[src/rtl/mem_bist.sv]
`default_nettype none
// ============================================================================
// Module   : mem_bist
// Brief    : Built-in self-test initiator for a small register-file memory.
//            Writes pattern(a) = zext(a) ^ SEED to every location, reads
//            every location back, and reports pass/fail, a saturating
//            error count and the first failing address.
// Options  : define BIST_INV_PASS_EN to follow the first pass with a second
//            WRITE/READ/DRAIN pass using ~pattern(a).
// Revision : 1.0 - initial release
// ============================================================================
module mem_bist #(
    parameter int              DEPTH = 11,
    parameter int              AW    = 4,
    parameter int              DW    = 8,
    parameter logic [DW-1:0]   SEED  = 8'hA5
) (
    input  logic               clk,
    input  logic               rst,
    input  logic               start,
    output logic               wr,
    output logic               rd,
    output logic [AW-1:0]      addr,
    output logic [DW-1:0]      Datain,
    input  logic [DW-1:0]      Dataout,
    output logic               busy,
    output logic               done,
    output logic               pass,
    output logic [3:0]         err_count,
    output logic [AW-1:0]      fail_addr
);

    typedef enum logic [2:0] {
        S_IDLE  = 3'd0,
        S_WRITE = 3'd1,
        S_READ  = 3'd2,
        S_DRAIN = 3'd3,
        S_DONE  = 3'd4
    } state_t;

    localparam logic [AW-1:0] LAST_ADDR = AW'(DEPTH - 1);

    state_t        state_q, state_d;
    logic          wr_q, wr_d;
    logic          rd_q, rd_d;
    logic [AW-1:0] addr_q, addr_d;
    logic [DW-1:0] datain_q, datain_d;
    logic          busy_q, busy_d;
    logic          done_q, done_d;
    logic          pass_q, pass_d;
    logic [3:0]    err_count_q, err_count_d;
    logic [AW-1:0] fail_addr_q, fail_addr_d;
    logic [AW-1:0] prev_addr_q, prev_addr_d;

    logic [DW-1:0] w_flip;
    logic          w_last_pass;
    logic          w_cmp_en;
    logic          w_mismatch;
    logic [3:0]    w_err_upd;
    logic [AW-1:0] w_fail_upd;
    logic [AW-1:0] w_addr_inc;

    // Base test pattern: address zero-extended to data width, keyed by SEED.
    function automatic logic [DW-1:0] pattern(input logic [AW-1:0] a);
        return DW'(a) ^ SEED;
    endfunction

`ifdef BIST_INV_PASS_EN
    logic inv_q, inv_d;
    // The second pass stores and expects the complement of the base pattern.
    assign w_flip      = {DW{inv_q}};
    assign w_last_pass = inv_q;
`else
    assign w_flip      = '0;
    assign w_last_pass = 1'b1;
`endif

    assign w_addr_inc = addr_q + AW'(1);

    // Read data lags the address by one cycle, so the first READ cycle has
    // nothing to compare and DRAIN compares the final location.
    assign w_cmp_en   = ((state_q == S_READ) && (addr_q != '0)) || (state_q == S_DRAIN);
    assign w_mismatch = w_cmp_en && (Dataout != (pattern(prev_addr_q) ^ w_flip));

    // Saturating error counter and first-failure address capture.
    always_comb begin
        w_err_upd  = err_count_q;
        w_fail_upd = fail_addr_q;
        if (w_mismatch) begin
            if (err_count_q != 4'd15) begin
                w_err_upd = err_count_q + 4'd1;
            end
            if (err_count_q == 4'd0) begin
                w_fail_upd = prev_addr_q;
            end
        end
    end

    // Next-state and next-output computation for the test sequencer.
    always_comb begin
        state_d     = state_q;
        wr_d        = wr_q;
        rd_d        = rd_q;
        addr_d      = addr_q;
        datain_d    = datain_q;
        busy_d      = busy_q;
        done_d      = done_q;
        pass_d      = pass_q;
        err_count_d = w_err_upd;
        fail_addr_d = w_fail_upd;
        prev_addr_d = addr_q;
`ifdef BIST_INV_PASS_EN
        inv_d       = inv_q;
`endif
        case (state_q)
            S_IDLE, S_DONE: begin
                if (start) begin
                    state_d     = S_WRITE;
                    wr_d        = 1'b1;
                    rd_d        = 1'b0;
                    addr_d      = '0;
                    datain_d    = pattern('0);
                    busy_d      = 1'b1;
                    done_d      = 1'b0;
                    pass_d      = 1'b0;
                    err_count_d = 4'd0;
                    fail_addr_d = '0;
`ifdef BIST_INV_PASS_EN
                    inv_d       = 1'b0;
`endif
                end
            end
            S_WRITE: begin
                if (addr_q == LAST_ADDR) begin
                    state_d  = S_READ;
                    wr_d     = 1'b0;
                    rd_d     = 1'b1;
                    addr_d   = '0;
                    datain_d = '0;
                end else begin
                    addr_d   = w_addr_inc;
                    datain_d = pattern(w_addr_inc) ^ w_flip;
                end
            end
            S_READ: begin
                // On the last address rd stays high and addr holds for DRAIN.
                if (addr_q == LAST_ADDR) begin
                    state_d = S_DRAIN;
                end else begin
                    addr_d = w_addr_inc;
                end
            end
            S_DRAIN: begin
                if (!w_last_pass) begin
                    state_d  = S_WRITE;
                    wr_d     = 1'b1;
                    rd_d     = 1'b0;
                    addr_d   = '0;
                    datain_d = ~pattern('0);
`ifdef BIST_INV_PASS_EN
                    inv_d    = 1'b1;
`endif
                end else begin
                    state_d = S_DONE;
                    rd_d    = 1'b0;
                    busy_d  = 1'b0;
                    done_d  = 1'b1;
                    pass_d  = (w_err_upd == 4'd0);
                end
            end
            default: begin
                state_d = S_IDLE;
            end
        endcase
    end

    // State and registered outputs; reset clears everything and aborts a test.
    always_ff @(posedge clk) begin
        if (rst) begin
            state_q     <= S_IDLE;
            wr_q        <= 1'b0;
            rd_q        <= 1'b0;
            addr_q      <= '0;
            datain_q    <= '0;
            busy_q      <= 1'b0;
            done_q      <= 1'b0;
            pass_q      <= 1'b0;
            err_count_q <= 4'd0;
            fail_addr_q <= '0;
            prev_addr_q <= '0;
`ifdef BIST_INV_PASS_EN
            inv_q       <= 1'b0;
`endif
        end else begin
            state_q     <= state_d;
            wr_q        <= wr_d;
            rd_q        <= rd_d;
            addr_q      <= addr_d;
            datain_q    <= datain_d;
            busy_q      <= busy_d;
            done_q      <= done_d;
            pass_q      <= pass_d;
            err_count_q <= err_count_d;
            fail_addr_q <= fail_addr_d;
            prev_addr_q <= prev_addr_d;
`ifdef BIST_INV_PASS_EN
            inv_q       <= inv_d;
`endif
        end
    end

    assign wr        = wr_q;
    assign rd        = rd_q;
    assign addr      = addr_q;
    assign Datain    = datain_q;
    assign busy      = busy_q;
    assign done      = done_q;
    assign pass      = pass_q;
    assign err_count = err_count_q;
    assign fail_addr = fail_addr_q;

endmodule
`default_nettype wire

[config.mk]
export PLATFORM = sky130hd
export DESIGN_NAME = mem_bist
export DESIGN_NICKNAME = d
export VERILOG_FILES = /design/src/rtl/mem_bist.sv
export SDC_FILE = /design/constraint.sdc
export NUM_CORES = 1
export LEC_CHECK = 0
export ABC_AREA = 1
export ABC_CLOCK_PERIOD_IN_PS = 1790
export CAP_MARGIN = 10
export CORE_MARGIN = 10
export CORE_UTILIZATION = 48
export CTS_CLUSTER_SIZE = 8
export DETAILED_ROUTE_END_ITERATION = 6
export GPL_TIMING_DRIVEN = 1
export PLACE_DENSITY = 0.78
export SYNTH_ARGS = -nofsm -noshare
export SYNTH_HDL_FRONTEND = slang
export SYNTH_SLANG_ARGS = --single-unit
export TNS_END_PERCENT = 10
[constraint.sdc]
create_clock -name clk -period 1.79 [get_ports clk]
set_clock_uncertainty 0.05 [all_clocks]
set_input_delay 0.358 -clock clk [delete_from_list [all_inputs] [get_ports clk]]
set_output_delay 0.358 -clock clk [all_outputs]
set_load 0.05 [all_outputs]
# Word-level counts from Yosys, hierarchy flattened

Cells that the tools add are included.

Register bits after elaboration: 32
Input port bits: 11
Output and inout port bits: 25
Word-level logic and storage cells: 72

Add/sub/neg operators: 2
Eq/ne operators: 11
Muxes and demuxes: 28
Bitwise operators: 2
Reductions and logical operators: 18

Operators with widths:

| kind                  | number |
|---|---|
| $mux W4               | 11 |
| $mux W8               | 2 |
| $pmux W8 S2           | 1 |
| $pmux W3 S4           | 1 |
| $pmux W4 S3           | 1 |
| $reduce_and A3 Y1     | 4 |
| $mux W3               | 3 |
| $add A4 B1 Y4 const B | 2 |
| $logic_not A4 Y1      | 2 |
| $ne A8 B8 Y1          | 1 |
| $not A2 Y4            | 2 |
| $pmux W1 S2           | 4 |
| $eq A3 B2 Y1 const B  | 2 |
| $ne A2 B2 Y1 const B  | 3 |
| $reduce_bool A3 Y1    | 2 |
| $eq A4 B4 Y1 const B  | 1 |
| $mux W1               | 4 |
| $ne A4 B4 Y1 const B  | 1 |
| $reduce_and A2 Y1     | 2 |
| $reduce_bool A2 Y1    | 2 |
| $reduce_bool A4 Y1    | 1 |
| $eq A3 B1 Y1 const B  | 1 |
| $eq A3 B3 Y1 const B  | 1 |
| $logic_not A3 Y1      | 1 |
| 5 further kinds       | 6 |

# Depth between registers and ports, before layout

Gate-level depths: netlist (run 1).

Depth after elaboration: 7
Mapped depth: 11

# Worst setup path before layout (run 1)

No wires, ideal clock.

Kind: register to register
Start: register addr_q[0] (netlist: addr[0])
End: register fail_addr_q[0] (netlist: fail_addr[0])
Setup time: 119 ps
Data arrival time: 1747 ps
Setup slack: -126 ps
Stages on the path, launching flop included: 9
Path buffers: 0
Cells stage by stage: dfxtp_1 inv_1 ha_1 nand2_1 nor2_1 o21ai_4 nand4_4 o21ai_0 a21oi_1

Longest elaborated chain between the ends: 7

Ends and longest elaborated chain:

| element                 | line | source |
|---|---|---|
| from (decl)             | 46   | `logic [AW-1:0] addr_q, addr_d;` |
| from (signal assigned)  | 198  | `addr_q <= addr_d;` |
| $reduce_bool A4 Y1 (*)  | 82   | `assign w_cmp_en = ((state_q == S_READ) && (addr_q != '0)) \|\| (state_q == S_DRAIN);` |
| $logic_and A1 B1 Y1 (*) | 82   |  |
| $logic_or A1 B1 Y1 (*)  | 82   |  |
| $logic_and A1 B1 Y1 (*) | 83   | `assign w_mismatch = w_cmp_en && (Dataout != (pattern(prev_addr_q) ^ w_flip));` |
| $mux W4 (*)             | 89   | `if (w_mismatch) begin` |
| $mux W4                 | 117  | `if (start) begin` |
| $mux W4 (*)             | 115  | `case (state_q)` |
| to (signal assigned)    | 204  | `fail_addr_q <= fail_addr_d;` |
| to (decl)               | 52   | `logic [AW-1:0] fail_addr_q, fail_addr_d;` |

Every way passes the cells marked *; elsewhere a longest branch is shown, timed or not.
A chain may end at the register's enable or synchronous reset.

# Final worst setup path (run 1)

Start: input Dataout[3]
End: register pass_q (netlist: pass)

Longest elaborated chain between the ends: 5

Ends and longest elaborated chain:

| element              | line | source |
|---|---|---|
| from (decl)          | 25   | `input logic [DW-1:0] Dataout,` |
| $ne A8 B8 Y1         | 83   |  |
| $logic_and A1 B1 Y1  | 83   |  |
| $mux W4              | 89   |  |
| $logic_not A4 Y1     | 168  | `pass_d = (w_err_upd == 4'd0);` |
| $pmux W1 S2          | 115  |  |
| to (signal assigned) | 202  | `pass_q <= pass_d;` |
| to (decl)            | 50   | `logic pass_q, pass_d;` |

Every way passes these cells.

==> out/metrics.csv, run 1 <==
stage,metric,value,unit
pwr,Pwr Density,1380,nW/um^2
setup_path,worst-path fanout max,5,
grt,residual overflow from global routing,0,
worst_hold_path,hold path depth,2,
sta,min Tclk post-route,1660,ps
finish,area grow syn2layout,27.5,%
clock_tree,Clock Tree Root,clkbuf_4,
worst_hold_path,worst hold path class,flop to flop,
synthesis,"area leader, netlist",dfxtp_1,
pwr,worst ir drop on vdd,0.875,mV
placement,worst slack at placement,-214,ps
clock_tree,cts repair resizes,0,
sta,max frequency,603,MHz
die,Chip Height,74.6,um
synthesis,Syn Std Cell Area,1430,sq um
setup_path,critical path's most frequent cell,nand2_1,
synthesis,Yosys top cell area share,0.406,
setup_path,Worst R2R Start,addr[0]$_SDFFE_PP0P_,
setup_path,CP cell instances,"clkdlybuf4s50_1, inv_1, nand2_1, nand2_1, nor2_1, nand3_1, nand2_4, nand2_1, o21ai_1, inv_1, nand3_1, nand2_1",
flow_run,max cap viols,0,
route,routed length per instance,12.0,um
setup_path,Critical R2R Capture,addr[0]$_SDFFE_PP0P_,
die,Top Ports,36,
die,Core Region,2810,sq um
synthesis,Yosys reg bits,29,
route,antenna-violating nets left,0,
synthesis,Synth Instances,197,
clock_tree,postcts setup bufs,0,
die,Die X-Extent,74.6,um
finish,Antenna Cells,0,
synthesis,main area contributors after synthesis,"dfxtp_1 (41%), nand2_1 (9.2%), inv_1 (8.7%)",
placement,GPL Wtd Cong,0.873,
sta,RSZ-0062 raised after global routing,false,
clock_tree,clock insertion delay at the later pin of the skew report,330,ps
synthesis,ys flop type,dfxtp_1,
sta,Final WS setup,132,ps
clock_tree,H-tree Lvls,2,
worst_hold_path,hold_sp,fail_addr[2]$_SDFF_PP0_,
placement,I/O Buffers,33,
die,initial core utilization,0.510,
die,area of the die,5570,sq um
synthesis,"EDFF count, synth",0,
route,DRT Pass-1 Iters,4,
clock_tree,CTS Buffer Depth,2,
synthesis,post-synthesis sequential area ratio,0.406,
setup_path,critical path class,primary input to flop,
setup_path,Setup crit start kind,primary input,
sta,Final period util,0.926,
setup_path,Crit path arrival time,1840,ps
placement,post-DP HPWL,2.62,mm
sta,Pins Over Slew Limit,0,
clock_tree,Clock transition at path regs,90,ps
setup_path,Reg2Reg Depth,7,
synthesis,Post-synth ARST share,0,
clock_tree,CTS Buf Count,5,
setup_path,critical path required time,1970,ps
setup_path,CP max stage cell,clkdlybuf4s50_1,
setup_path,"Largest stage delay, worst path",480,ps
clock_tree,post-cts hold buffer count,0,
grt,initial antenna violation count,0,
sta,final hold vios,0,
pwr,Design Power,0.00252,W
clock_tree,CTS sink cnt,29,
worst_hold_path,hold endpoint,fail_addr[2]$_SDFF_PP0_,
pwr,LEAKAGE,0.866,nW
route,DR DRC count,0,
route,total number of vias,1301,
finish,post-layout util,0.651,
finish,FF/Latch Area,583,sq um
grt,GRT Util Overall,0.122,
finish,share of cells above drive strength 1,0.200,
route,DRT iter0 DRCs,49,
die,Cell Rows,19,
sta,final setup vio count,0,
route,overall routed net length,3.26,mm
outcome,outcome,"finished, final reports clean",
setup_path,Crit. End Element,flop,
clock_tree,TritonCTS clock tree,yes,
synthesis,Cell variety after synth,29,
grt,first-pass GRT wire length,5.23,mm
grt,vias in the first global route,1212,
synthesis,yosys warns,0,
finish,fillcell total,285,
synthesis,synthesized area per cell,7.27,sq um
route,Vias/cell,4.80,
finish,area occupied by multi-input gates,711,sq um
grt,largest net degree at the start of global routing,10,
finish,post-layout net count,255,
setup_path,FF-to-FF setup slack,180,ps
-- worst max-delay path, delay by kind of cell --
| kind | cells | cell delay, ps |
|---|---|---|
| AO/OA/AOI/OAI | 1 | 70 |
| buffers and inverters | 3 | 580 |
| AND/OR/NAND/NOR | 8 | 840 |
-- state kept, by name, summed over array words and instances, names as in the netlist --
| name | cells |
|---|---|
| Datain | 5 |
| done | 1 |
| rd | 1 |
| fail_addr | 4 |
| busy | 1 |
| err_count | 4 |
| addr | 4 |
| prev_addr_q | 4 |
| state_q | 3 |
| pass | 1 |
| wr | 1 |
-- cell usage after synthesis, types with 3 or more instances --
| library cell | number |
|---|---|
| a21oi_1 | 12 |
| buf_4 | 3 |
| dfxtp_1 | 29 |
| ha_1 | 5 |
| inv_1 | 33 |
| nand2_1 | 35 |
| nand3_1 | 15 |
| nor2_1 | 25 |
| nor3_1 | 3 |
| o21ai_0 | 12 |
| o21ai_1 | 3 |
| xor2_1 | 3 |
-- layer usage --
metal | track usage | vias up | wire length (um)
li1 | - | 708 | -
met1 | 0.132 | 550 | 1430
met2 | 0.197 | 35 | 1470
met3 | 0.0572 | 8 | 301
met4 | 0.0567 | 0 | 59
met5 | 0 | - | 0
-- per-stage QoR --
| stage | std cells | hold WS, ps | TNS, ps | area (sq um) |
|---|---|---|---|---|
| 6_report | 271 | 397 | 0 | 1830 |
| 5_1_grt | 271 | 420 | 0 | 1830 |
| 4_1_cts | 271 | 399 | 0 | 1810 |
| 3_5_place_dp | 263 | 384 | -1030 | 1760 |
| 3_3_place_gp | 263 | 382 | -579 | 1760 |
| 2_1_floorplan | 198 | 392 | -5.91 | 1440 |
-- report_power, final --
part,switching (W),leakage [nW],internal [W],total [W]
Sequential,0.0000915,0.237,0.000773,0.000864
Clock,0.000224,0.0320,0.000149,0.000373
Combinational,0.000879,0.596,0.000398,0.00128
Total,0.00119,0.866,0.00132,0.00252
-- final cells by class --
class | instances | share of cell area
inverters | 35 | 0.0720
clock inverters | 2 | 0.00548
multi-input cells | 130 | 0.389
flip-flops and latches | 29 | 0.319
repair buffers | 38 | 0.170
well taps | 31 | 0.0212
clock buffers | 6 | 0.0226
-- layout by cell type, fill, tap and decap left out, types with 3 or more instances in the layout --
cell type	instances
a21oi_1	12
buf_4	28
clkbuf_4	5
clkdlybuf4s50_1	10
dfxtp_1	27
ha_1	5
inv_1	33
nand2_1	35
nand3_1	15
nor2_1	25
nor3_1	3
o21ai_0	12
o21ai_1	3
xor2_1	3
-- cell families (layout without fill, tap and decap cells) --
| family | after synthesis | count (layout) | share of synthesized area |
|---|---|---|---|
| flops | 29 | 29 | 0.406 |
| fa+ha+maj | 5 | 5 | 0.0437 |
| buf+inv | 39 | 81 | 0.110 |
| compound gates | 34 | 34 | 0.141 |
| other cells | 1 | 2 | 0.00262 |
| xor+xnor | 3 | 3 | 0.0184 |
| simple gates | 86 | 86 | 0.279 |
-- how the worst max path moves through the flow --
stage / startpoint / to / slack (ps) / cells after the start
6_report: Dataout[3] / pass$_SDFFE_PP0P_ / 130 / 12
5_1_grt: Dataout[2] / pass$_SDFFE_PP0P_ / 10 / 12
4_1_cts: addr[0]$_SDFFE_PP0P_ / addr[0]$_SDFFE_PP0P_ / 120 / 7
3_5_place_dp: Dataout[3] / pass$_SDFFE_PP0P_ / -210 / 12
3_3_place_gp: Dataout[3] / pass$_SDFFE_PP0P_ / -150 / 12
2_1_floorplan: err_count[0]$_SDFF_PP0_ / pass$_SDFFE_PP0P_ / -6 / 8
Note: power is estimated with default switching activity, not from simulation.
==> inputs of run 2 (changes only) <==
--- a/config.mk
+++ b/config.mk
@@ -5,7 +5,6 @@
 export SDC_FILE = /design/constraint.sdc
 export NUM_CORES = 1
 export LEC_CHECK = 0
-export ABC_AREA = 1
 export ABC_CLOCK_PERIOD_IN_PS = 1790
 export CAP_MARGIN = 10
 export CORE_MARGIN = 10
==> out/metrics.csv, run 2 <==
stage,metric,value,unit
clock_tree,CTS sink cnt,29,
die,Core Region,2810,sq um
sta,final setup vio count,0,
setup_path,critical path required time,1950,ps
finish,area grow syn2layout,36.8,%
setup_path,Reg2Reg Depth,7,
pwr,Sw Ratio,0.279,
finish,max reg flops,5,
clock_tree,Clock transition at path regs,90,ps
outcome,outcome,"finished, final reports clean",
setup_path,CP Buf/Inv Count,1,
sta,final hold vios,0,
synthesis,"area leader, netlist",dfxtp_1,
route,routed length per instance,14.4,um
setup_path,Worst Setup SP,addr[1]$_SDFFE_PP0P_,
setup_path,Crit path arrival time,1890,ps
setup_path,CP max stage cell,or4b_4,
synthesis,Yosys reg bits,29,
clock_tree,clock insertion delay at the later pin of the skew report,330,ps
synthesis,Synth Instances,155,
finish,fillcell total,242,
die,Chip Height,74.5,um
clock_tree,H-tree Lvls,2,
placement,GPL Wtd Cong,0.907,
sta,RSZ-0062 raised after global routing,true,
grt,first-pass GRT wire length,5.66,mm
setup_path,"Largest stage delay, worst path",460,ps
synthesis,most common cell in the synthesized netlist,dfxtp_1,
setup_path,Top delay family on crit path,simple AND/OR/NAND/NOR gates,
pwr,worst ir drop on vdd,0.477,mV
setup_path,Critical R2R Capture,fail_addr[1]$_SDFF_PP0_,
route,total number of vias,1278,
grt,largest net degree at the start of global routing,22,
die,Top Ports,36,
synthesis,"EDFF count, synth",0,
route,DR DRC count,0,
finish,"most common cell after layout, fill and taps aside",buf_4,
synthesis,main area contributors after synthesis,"dfxtp_1 (41%), nor2_1 (7.4%), mux2i_1 (5.6%)",
synthesis,Cell variety after synth,42,
grt,vias in the first global route,1229,
pwr,LEAKAGE,0.826,nW
pwr,Sequential Power Share,0.495,
sta,Pins Over Slew Limit,0,
placement,I/O Buffers,33,
worst_hold_path,worst hold path class,flop to flop,
grt,initial antenna violation count,0,
pwr,Clock power frac,0.330,
route,Vias/cell,5.48,
setup_path,CP cell instances,"inv_4, ha_4, or4b_4, and2_4, o2111ai_4, mux2i_1, nor2_1",
placement,post-DP HPWL,2.63,mm
clock_tree,CTS Buffer Depth,2,
synthesis,Post-synth top cells,"dfxtp_1 (29), nor2_1 (28), a21oi_1 (9)",
placement,placed cells,223,
setup_path,Setup crit start kind,flop,
setup_path,CP Depth,7,
die,Cell Rows,19,
setup_path,crit path capture,fail_addr[1]$_SDFF_PP0_,
finish,Non-Filler Instances,233,
finish,"commonest non-fill, non-tap cells in the layout","buf_4 (32), nor2_1 (28), dfxtp_1 (25), clkdlybuf4s50_1 (10), a21oi_1 (9)",
pwr,internal power,0.000980,W
clock_tree,CTS Buf Count,5,
synthesis,Yosys top cell area share,0.408,
grt,GRT Util Overall,0.129,
setup_path,critical path class,flop to flop,
finish,share of cells above drive strength 1,0.307,
sta,Final period util,0.970,
finish,Antenna Cells,0,
synthesis,synthesized area per cell,9.19,sq um
synthesis,ys flop type,dfxtp_1,
synthesis,Syn Std Cell Area,1420,sq um
pwr,combinational power share,0.175,
sta,hold_ws,415,ps
setup_path,worst-path fanout max,5,
pwr,Pwr Density,698,nW/um^2
setup_path,FF-to-FF setup slack,50,ps
die,initial core utilization,0.508,
route,antenna-violating nets left,0,
clock_tree,TritonCTS clock tree,yes,
setup_path,Crit. End Element,flop,
setup_path,Worst R2R Start,addr[1]$_SDFFE_PP0P_,
clock_tree,Clock Tree Root,clkbuf_4,
synthesis,yosys warns,0,
die,area of the die,5550,sq um
pwr,Switch Pwr,0.000380,W
route,DRT Pass-1 Iters,4,
synthesis,Post-synth ARST share,0,
finish,post-layout net count,217,
flow_run,max cap viols,0,
synthesis,post-synthesis sequential area ratio,0.408,
clock_tree,post-cts hold buffer count,0,
route,DRT iter0 DRCs,118,
die,Die X-Extent,74.5,um
grt,residual overflow from global routing,0,
route,overall routed net length,3.36,mm
sta,min Tclk post-route,1740,ps
sta,max frequency,576,MHz
## run 2: cell count changes in the layout (fill, tap and decap cells not counted), sizes merged, moves of 7 or more
cell and delta:
mux2i +8, nand3 -12, inv -31, nand2 -31
buf +7, o21ai -15
## run 2: routing by layer
metal,vias up,part of all wire,GRT usage,wire [um]
met5,-,0,0,0
met4,0,0.0024,0.0420,8
met3,2,0.089,0.0625,298
met2,43,0.49,0.219,1630
met1,596,0.42,0.138,1420
li1,637,-,-,-
## run 2: worst register-to-register path, stage by stage (launching register included)
cell       delay (ps)
dfxtp_4           360
inv_4              60
ha_4              110
or4b_4            460
and2_4            200
o2111ai_4         100
mux2i_1           220
nor2_1             50
## run 2: area by class of cell
cell class              instances  area [sq um]  area share
multi-input cells             116           828       0.425
well taps                      31          38.8      0.0199
inverters                       4          20.0      0.0103
clock inverters                 1          5.00     0.00257
clock buffers                   7          65.1      0.0334
repair buffers                 45           400       0.206
flip-flops and latches         29           591       0.303
## run 2: worst min path at each step
stage	depth (start not counted)	end	start
after global routing	2	busy$_SDFFE_PP0P_	busy$_SDFFE_PP0P_
final	2	busy$_SDFFE_PP0P_	busy$_SDFFE_PP0P_
after CTS	2	busy$_SDFFE_PP0P_	busy$_SDFFE_PP0P_
after floorplan	2	fail_addr[0]$_SDFF_PP0_	prev_addr_q[0]$_SDFF_PP0_
after detailed placement	2	busy$_SDFFE_PP0P_	busy$_SDFFE_PP0P_
after global placement	2	busy$_SDFFE_PP0P_	busy$_SDFFE_PP0P_
## run 2: stage by stage
step	power [W]	utilization	area, sq um	setup slack (ps)	setup TNS, ps
floorplan	0.000839	-	1440	7.29	0
global placement	0.000912	0.650	1820	-297	-2250
detailed placement	0.000916	0.650	1820	-390	-2830
CTS	0.00137	0.677	1900	13.3	0
global route	0.00143	0.694	1950	-40.8	-64.1
finish	0.00136	0.694	1950	53.0	0
## run 2: what timing repair did
| item | 4_1_cts | 5_1_grt |
|---|---|---|
| pin swaps | 1 | 2 |
| endpoints found under the setup margin | 5 | 8 |
| gates resized for setup | 2 | 7 |
| setup buffers | 0 | 2 |
## run 2: cell families (layout without fill, tap and decap cells)
kind of cell | after synthesis | in the layout | share of synthesized area
AO/OA/AOI/OAI | 29 | 29 | 0.170
XOR/XNOR | 7 | 7 | 0.0431
adder cells (fa/ha/maj) | 5 | 5 | 0.0439
flip-flops | 29 | 29 | 0.408
buffers and inverters | 11 | 57 | 0.0369
multiplexers | 8 | 8 | 0.0562
other | 1 | 2 | 0.00263
AND/OR/NAND/NOR | 65 | 65 | 0.239
## run 2: power groups by stage
stage          sequential, W  combinational (W)  clock, W
6_report            0.000673           0.000238  0.000449
5_1_grt             0.000676           0.000258  0.000498
4_1_cts             0.000673           0.000230  0.000467
3_5_place_dp        0.000688           0.000229         0
3_3_place_gp        0.000687           0.000225         0
2_1_floorplan       0.000742          0.0000976         0
==> inputs of run 3 (changes only) <==
--- a/config.mk
+++ b/config.mk
@@ -6,13 +6,12 @@
 export NUM_CORES = 1
 export LEC_CHECK = 0
 export ABC_CLOCK_PERIOD_IN_PS = 1790
-export CAP_MARGIN = 10
-export CORE_MARGIN = 10
-export CORE_UTILIZATION = 48
+export CORE_MARGIN = 1
+export CORE_UTILIZATION = 40
 export CTS_CLUSTER_SIZE = 8
 export DETAILED_ROUTE_END_ITERATION = 6
 export GPL_TIMING_DRIVEN = 1
-export PLACE_DENSITY = 0.78
+export PLACE_DENSITY = 0.67
 export SYNTH_ARGS = -nofsm -noshare
 export SYNTH_HDL_FRONTEND = slang
 export SYNTH_SLANG_ARGS = --single-unit
==> out/metrics.csv, run 3 (same netlist as run 2, synthesis figures left out) <==
stage,metric,value,unit
pwr,Pwr Density,675,nW/um^2
setup_path,CP max stage cell,or4b_4,
setup_path,"Largest stage delay, worst path",460,ps
setup_path,critical path required time,1960,ps
die,initial core utilization,0.423,
finish,"most common cell after layout, fill and taps aside",buf_4,
sta,Pins Over Slew Limit,0,
sta,final setup vio count,0,
flow_run,max cap viols,0,
pwr,LEAKAGE,0.798,nW
die,Die X-Extent,61.7,um
setup_path,Setup crit start kind,flop,
clock_tree,H-tree Lvls,2,
placement,post-DP HPWL,2.32,mm
setup_path,Crit. End Element,flop,
clock_tree,CTS Buf Count,5,
setup_path,Worst Setup SP,addr[0]$_SDFFE_PP0P_,
setup_path,worst-path fanout max,5,
setup_path,critical path class,flop to flop,
clock_tree,post-cts hold buffer count,0,
die,area of the die,3800,sq um
grt,first-pass GRT wire length,4.83,mm
grt,GRT Util Overall,0.176,
route,WL met1,1.40,mm
route,DRT Pass-1 Iters,4,
grt,largest net degree at the start of global routing,22,
pwr,worst ir drop on vdd,0.461,mV
finish,max reg flops,5,
route,antenna-violating nets left,0,
route,overall routed net length,3.04,mm
placement,placed cells,239,
clock_tree,Clock transition at path regs,90,ps
clock_tree,cts repair resizes,0,
grt,vias in the first global route,1140,
clock_tree,CTS sink cnt,29,
die,Top Ports,36,
worst_hold_path,hold path depth,2,
pwr,Design Power,0.00127,W
clock_tree,CTS Buffer Depth,2,
route,Vias/cell,5.14,
die,Core Region,3360,sq um
placement,I/O Buffers,33,
clock_tree,postcts setup bufs,0,
clock_tree,clock insertion delay at the later pin of the skew report,320,ps
setup_path,CP cell instances,"inv_4, ha_1, or4b_4, and2_4, o211a_2, o221ai_2, o21ai_2",
route,DR DRC count,0,
sta,Final period util,0.973,
route,DR WL met2,1.45,mm
clock_tree,TritonCTS clock tree,yes,
setup_path,Critical R2R Capture,pass$_SDFFE_PP0P_,
setup_path,CP Depth,7,
setup_path,crit path capture,pass$_SDFFE_PP0P_,
finish,area grow syn2layout,32.0,%
route,highest metal used,met4,
finish,Non-Filler Instances,247,
setup_path,Reg2Reg Depth,7,
grt,initial antenna violation count,0,
die,Cell Rows,21,
route,routed length per instance,12.3,um
outcome,outcome,"finished, final reports clean",
worst_hold_path,worst hold path class,flop to flop,
sta,min Tclk post-route,1740,ps
finish,share of cells above drive strength 1,0.284,
route,total number of vias,1270,
placement,GPL Wtd Cong,0.952,
setup_path,Top delay family on crit path,simple AND/OR/NAND/NOR gates,
route,DRT iter0 DRCs,37,
route,Routed met3 length,103,um
sta,max frequency,574,MHz
clock_tree,Clock Tree Root,clkbuf_4,
setup_path,CP Buf/Inv Count,1,
finish,"commonest non-fill, non-tap cells in the layout","buf_4 (34), nor2_1 (28), dfxtp_1 (25), clkdlybuf4s50_1 (10), a21oi_1 (9)",
finish,Antenna Cells,0,
setup_path,FF-to-FF setup slack,50,ps
setup_path,Worst R2R Start,addr[0]$_SDFFE_PP0P_,
setup_path,Crit path arrival time,1910,ps
die,Chip Height,61.7,um
grt,residual overflow from global routing,0,
sta,final hold vios,0,
finish,post-layout net count,216,
-- run 3: layer usage --
layer / track usage / vias to the layer above
met5: 0 / -
met4: 0.0794 / 0
met3: 0.0588 / 9
met2: 0.287 / 24
met1: 0.211 / 601
li1: - / 636
-- run 3: worst min path at each step --
| stage | from | endpoint |
|---|---|---|
| finish | busy$_SDFFE_PP0P_ | busy$_SDFFE_PP0P_ |
| global route | addr[1]$_SDFFE_PP0P_ | prev_addr_q[1]$_SDFF_PP0_ |
| CTS | busy$_SDFFE_PP0P_ | busy$_SDFFE_PP0P_ |
| detailed placement | busy$_SDFFE_PP0P_ | busy$_SDFFE_PP0P_ |
| global placement | done$_SDFFE_PP0P_ | done$_SDFFE_PP0P_ |
| floorplan | prev_addr_q[0]$_SDFF_PP0_ | fail_addr[0]$_SDFF_PP0_ |
-- run 3: area by class of cell --
type | count | area (sq um)
fillers | 338 | 1480
multi-input cells | 116 | 808
flip-flops and latches | 29 | 591
repair buffers | 44 | 355
well taps | 46 | 57.6
clock buffers | 5 | 37.5
inverters | 4 | 17.5
clock inverters | 3 | 12.5
-- run 3: power breakdown --
part	internal [W]	switching (W)	leakage, nW
clock	0.000142	0.000220	0.0300
sequential	0.000662	0.0000107	0.238
combinational	0.0000916	0.000143	0.530
total	0.000895	0.000374	0.798
-- run 3: tightest hold or removal path: stages (launching register included) --
cell and delay, ps:
dfxtp_1 320, nand2_1 50, a21oi_1 50
-- run 3: through the flow --
stage | utilization | TNS (ps) | area [sq um] | worst slack, ps | hold slack (ps)
after floorplan | - | 0 | 1440 | 7.29 | 431
after global placement | 0.539 | -2160 | 1810 | -285 | 395
after detailed placement | 0.539 | -2410 | 1810 | -350 | 401
after CTS | 0.554 | 0 | 1860 | 0.0202 | 413
after global routing | 0.559 | -1.96 | 1880 | -1.96 | 434
final | 0.559 | 0 | 1880 | 47.6 | 412
